File: src/rtl/fifo_serializer.sv
// fifo_serializer
// Pops one word at a time from an upstream FIFO and shifts it out serially,
// MSB first, holding each bit for BIT_DIV clocks, then idles high for
// GAP_CYCLES clocks before looking at the FIFO again.
//
// Ports
//   clk         : single clock, all state updates on the rising edge
//   reset       : synchronous, active-high reset
//   emptyreg    : upstream FIFO empty flag (only looked at in IDLE)
//   dout        : upstream FIFO read data, valid the cycle after rd_enb
//   rd_enb      : one-cycle pop request per word
//   ser_out     : serial data, idle level 1
//   ser_valid   : high while ser_out carries a data bit
//   frame_start : high for the first clock of the first (MSB) bit only
//   busy        : high in every state except IDLE
//   word_count  : words fully transmitted, modulo 256
module fifo_serializer #(
  parameter int WIDTH      = 16,
  parameter int BIT_DIV    = 4,
  parameter int GAP_CYCLES = 2
) (
  input  logic             clk,
  input  logic             reset,
  input  logic             emptyreg,
  input  logic [WIDTH-1:0] dout,
  output logic             rd_enb,
  output logic             ser_out,
  output logic             ser_valid,
  output logic             frame_start,
  output logic             busy,
  output logic [7:0]       word_count
);

  localparam int BW = (WIDTH > 1) ? $clog2(WIDTH) : 1;

  typedef enum logic [2:0] {
    IDLE,
    REQ,
    LOAD,
    SHIFT,
    GAP
  } state_t;

  state_t           state;
  state_t           next_state;
  logic [WIDTH-1:0] shreg;
  logic [BW-1:0]    bit_cnt;
  logic [7:0]       cnt;       // bit divider in SHIFT, gap timer in GAP
  logic             bit_done;
  logic             last_bit;
  logic             gap_done;

  always_comb begin
    bit_done = (cnt == 8'(BIT_DIV - 1));
    last_bit = bit_done && (bit_cnt == BW'(WIDTH - 1));
    gap_done = (cnt == 8'(GAP_CYCLES - 1));
  end

  // State register
  always_ff @(posedge clk) begin
    if (reset) state <= IDLE;
    else       state <= next_state;
  end

  // Next state and Moore outputs
  always_comb begin
    next_state  = state;
    rd_enb      = 1'b0;
    ser_out     = 1'b1;
    ser_valid   = 1'b0;
    frame_start = 1'b0;
    busy        = 1'b1;
    case (state)
      IDLE: begin
        busy = 1'b0;
        if (!emptyreg) next_state = REQ;
      end
      REQ: begin
        rd_enb     = 1'b1;
        next_state = LOAD;
      end
      LOAD: begin
        next_state = SHIFT;
      end
      SHIFT: begin
        ser_out     = shreg[WIDTH-1];
        ser_valid   = 1'b1;
        frame_start = (bit_cnt == '0) && (cnt == '0);
        if (last_bit) next_state = GAP;
      end
      GAP: begin
        if (gap_done) next_state = IDLE;
      end
      default: begin
        busy       = 1'b0;
        next_state = IDLE;
      end
    endcase
  end

  // Datapath: shift register, counters, transmitted-word counter
  always_ff @(posedge clk) begin
    if (reset) begin
      shreg      <= '0;
      bit_cnt    <= '0;
      cnt        <= '0;
      word_count <= '0;
    end else begin
      case (state)
        LOAD: begin
          shreg   <= dout;
          bit_cnt <= '0;
          cnt     <= '0;
        end
        SHIFT: begin
          if (bit_done) begin
            // cnt is left at zero on the last bit so GAP starts timing from 0
            cnt   <= '0;
            shreg <= shreg << 1;
            if (last_bit) begin
              bit_cnt    <= '0;
              word_count <= word_count + 8'd1;
            end else begin
              bit_cnt <= bit_cnt + BW'(1);
            end
          end else begin
            cnt <= cnt + 8'd1;
          end
        end
        GAP: begin
          if (gap_done) cnt <= '0;
          else          cnt <= cnt + 8'd1;
        end
        default: ;
      endcase
    end
  end

endmodule

File: config.mk
export PLATFORM = sky130hd
export DESIGN_NAME = fifo_serializer
export DESIGN_NICKNAME = d
export VERILOG_FILES = /design/src/rtl/fifo_serializer.sv
export SDC_FILE = /design/constraint.sdc
export NUM_CORES = 1
export LEC_CHECK = 0
export ABC_AREA = 0
export BUFFER_PORTS_ARGS = -buffer_cell sky130_fd_sc_hd__clkbuf_2
export CORE_MARGIN = 4
export CORE_UTILIZATION = 50
export CTS_CLUSTER_DIAMETER = 120
export CTS_CLUSTER_SIZE = 16
export DETAILED_ROUTE_END_ITERATION = 8
export PLACE_DENSITY = 0.72
export SLEW_MARGIN = 25
export SYNTH_ARGS = -nofsm -noshare
export SYNTH_HDL_FRONTEND = slang
export SYNTH_SLANG_ARGS = --single-unit
File: constraint.sdc
create_clock -name clk -period 1.8 [get_ports clk]
set_input_delay 0.36 -clock clk [delete_from_list [all_inputs] [get_ports clk]]
set_output_delay 0.36 -clock clk [all_outputs]
set_load 0.02 [all_outputs]
==> out/results.ini <==
[outcome]
outcome = finished with violations
violations = setup timing

[floorplanning]
start_util_pct = 52.1
core-area_um2 = 3720
die_h_um = 70.2
die_x_um = 70.2
row_count = 22
die-area_um2 = 4930
pin_count = 32

[logic_synthesis]
ys_warn_count = 0
synth_top_area_cell = dfxtp_1
synth.yosys.seq_area_share_pct = 40.3
ys_ff_latch = 39
synth_top_area_share_pct = 40.3
synth_edf_count = 0
syn-cell-area_um2 = 1940
async_flop_share_pct = 0
ys.flop_type = dfxtp_1
synth_cell_types = 42
syn_nets = 263
postSynthAreaPerCell_um2 = 8.14
syn_inst = 238
yosys-top-cells-area = dfxtp_1 (40%), nand2_1 (9.3%), a311oi_1 (7.2%)

[global_route]
antenna_found_initial = 0
overflow = 0
grt_pass1_wl_mm = 7.67
grt_max_degree = 32
grt_usage_pct = 19.0
first_global_vias = 1651

[worst_setup_path]
worst_path_largest_cell_delay_ns = 0.33
path_class = reg2out
crit_top_cell = buf_6
path_cells = buf_6 > inv_4 > ha_4 > nand2_4 > nor4_4 > and3_4 > buf_6
reg2reg_to = bit_cnt[0]$_SDFFE_PP0P_
critPathSlowestCell = dfxtp_2
worstSetupStartpoint = cnt[1]$_SDFFE_PP0P_
cp.arrival_ns = 1.62
cp-start-kind = register
critPathCaptureType = output pin
worstReg2RegStart = bit_cnt[0]$_SDFFE_PP0P_
critPathMaxFanout = 3
cp-endpoint = frame_start
ff2ff_path_depth = 7
reg2reg_slack_ns = -0.10
crit_required_ns = 1.44

[power_and_ir_drop]
powerDensity_nw_per_um2 = 742
p_int_mw = 1.56
vdd_ir_drop_max_v = 0.000606
clockPowerShare_pct = 42.9
p_leak_nw = 1.11
seq_power_share_pct = 45.4
power.switching_mw = 0.470
p_comb_share_pct = 11.8
p_sw_share_pct = 23.2

[route]
drt-vias-per-instance = 5.66
routed_wl_mm = 5.42
wl_per_cell_um = 15.4
drc = 0
drt_iter0_drc = 154
ant_nets = 0
via_count = 1998
first_pass_iters = 4

[finish]
n_antenna_cell = 0
layout-drive-gt1-share_pct = 36.4
fin_nets = 329
nFillCells = 272
instances_no_fill = 353
stdcell_area_um2 = 2730
area_delta_synth_final_pct = 41.1

[timing]
slew_headroom_pct = 57.1
hold_violations = 0
fin_skew_ns = 0.00549
fin_tns_setup_ns = -0.539
rsz0062_at_grt = true
finalMaxSlewViolations = 0
fmax_mhz = 505
setup_slack_ns = -0.182
worst_pin_slew_ns = 0.642
layout_min_cycle_time_ns = 1.98
finalSetupViolations = 7
timing.hold.ws_ns = 0.311
fin_crit_sh_pct = 110

[placed_design]
place_hpwl_mm = 3.20
finalWeightedCongestion = 0.829
place_area_um2 = 2290
portBuffers = 31
dp_cells = 330
dp_slack_ns = -0.101

[clocking]
cts_made_buffers = 5
cts_tree = yes
insertion_delay_ns = 0.29
cts_buffer_depth = 2
h-tree-depth = 2
clock_sinks = 39
cts-root-buf = clkbuf_8
path_clk_slew_ns = 0.08

[hold_path]
holdPathStages = 3
hold_path.class = in2reg

[flow_run]
cap_viol_max_count = 0

-- what timing repair did --
action / 4_1_cts / 5_1_grt
pin swaps: 1 / 13
resized for setup: 6 / 44
endpoints found under the setup margin: 6 / 26
gates cloned: 0 / 3
setup buffers: 1 / 11
hold buffers: 0 / 0
-- registers in the layout, indices dropped and copies added (netlist names) --
| name | cells |
|---|---|
| bit_cnt | 4 |
| word_count | 8 |
| state | 3 |
| cnt | 8 |
| shreg | 16 |
-- kinds of logic (layout without fill, tap and decap cells) --
family | after synthesis | count (layout) | share of synthesized area [%]
AO/OA/AOI/OAI | 56 | 56 | 20.1
XOR/XNOR | 5 | 5 | 2.26
adder cells (fa/ha/maj) | 6 | 6 | 3.88
buffers and inverters | 19 | 85 | 4.65
flip-flops | 39 | 39 | 40.3
multiplexers | 1 | 1 | 0.517
AND/OR/NAND/NOR | 112 | 113 | 28.3
-- worst max-delay path, delay by kind of cell, from the launching register on --
| family | cells | cell delay [ns] |
|---|---|---|
| and+or+nand+nor | 3 | 0.56 |
| DFF | 1 | 0.33 |
| buffers and inverters | 3 | 0.29 |
| adders and majority gates | 1 | 0.14 |
-- power by group through the flow --
| stage | combinational [mW] | clock (mW) | sequential (mW) |
|---|---|---|---|
| after floorplan | 0.131 | 0 | 0.933 |
| after CTS | 0.200 | 0.872 | 0.917 |
| after global routing | 0.261 | 0.910 | 0.924 |
| after global placement | 0.194 | 0 | 0.936 |
| final | 0.239 | 0.870 | 0.921 |
| after detailed placement | 0.197 | 0 | 0.937 |
-- Yosys cell counts, types with 2 or more instances --
cell type  instances
nor2b_1            2
nand2_1           48
ha_1               6
o31ai_1            4
nor2_1            27
nor3b_1            3
a21oi_1           14
or3_1              3
dfxtp_1           39
buf_4              4
nand3_1            5
buf_2              3
clkbuf_1           5
xor2_1             2
or4_1              4
and3_1             2
a22oi_1            2
nor3_1             4
nor4_1             2
a31o_2             2
a31oi_1            2
o21ai_0            8
xnor2_1            3
and2_1             2
inv_1              7
o221ai_1           2
a311oi_1          16
o21a_1             2
nand2b_1           2
-- final cells by class --
class                   count  area [um2]  share of cell area [%]
well taps                  48        60.1                    2.20
flip-flops and latches     39         788                    28.8
inverters                   7        36.3                    1.33
clock inverters             2        60.1                    2.20
multi-input cells         181        1200                    44.0
clock buffers               6        72.6                    2.66
repair buffers             70         512                    18.7
-- metal layers --
metal | GRT usage, % | part of all wire [%] | vias up | routed length, um
met4 | 7.66 | 2.1 | 0 | 113
li1 | - | - | 990 | -
met5 | 0 | 0 | - | 0
met2 | 28.7 | 48 | 54 | 2590
met3 | 3.88 | 4.8 | 11 | 258
met1 | 26.3 | 45 | 943 | 2460
-- through the flow --
step | total power, mW | util, %
3_5_place_dp | 1.13 | 61.6
4_1_cts | 1.99 | 66.2
6_report | 2.03 | 73.5
5_1_grt | 2.10 | 73.5
3_3_place_gp | 1.13 | 61.6
2_1_floorplan | 1.06 | -
-- worst min-delay path by stage --
stage	from	to	slack [ns]
floorplan	shreg[0]$_SDFFE_PP0P_	shreg[1]$_SDFFE_PP0P_	0.45
global placement	shreg[9]$_SDFFE_PP0P_	shreg[10]$_SDFFE_PP0P_	0.46
detailed placement	shreg[8]$_SDFFE_PP0P_	shreg[9]$_SDFFE_PP0P_	0.47
CTS	dout[9]	shreg[9]$_SDFFE_PP0P_	0.31
global route	dout[11]	shreg[11]$_SDFFE_PP0P_	0.31
finish	dout[15]	shreg[15]$_SDFFE_PP0P_	0.31
-- placed cells by master, fill, tap and decap left out, drive strengths merged, types with 4 or more instances in the layout --
| master | synthesis | layout |
|---|---|---|
| nand2 | 48 | 48 |
| dfxtp | 39 | 39 |
| buf | 7 | 39 |
| clkbuf | 5 | 37 |
| nor2 | 27 | 27 |
| a311oi | 16 | 16 |
| a21oi | 14 | 14 |
| o21ai | 8 | 8 |
| inv | 7 | 7 |
| ha | 6 | 6 |
| nand3 | 5 | 5 |
| o31ai | 4 | 4 |
| nor3 | 4 | 4 |
| nor3b | 4 | 4 |
| or4 | 4 | 4 |
Note: power is estimated with default switching activity, not from simulation.
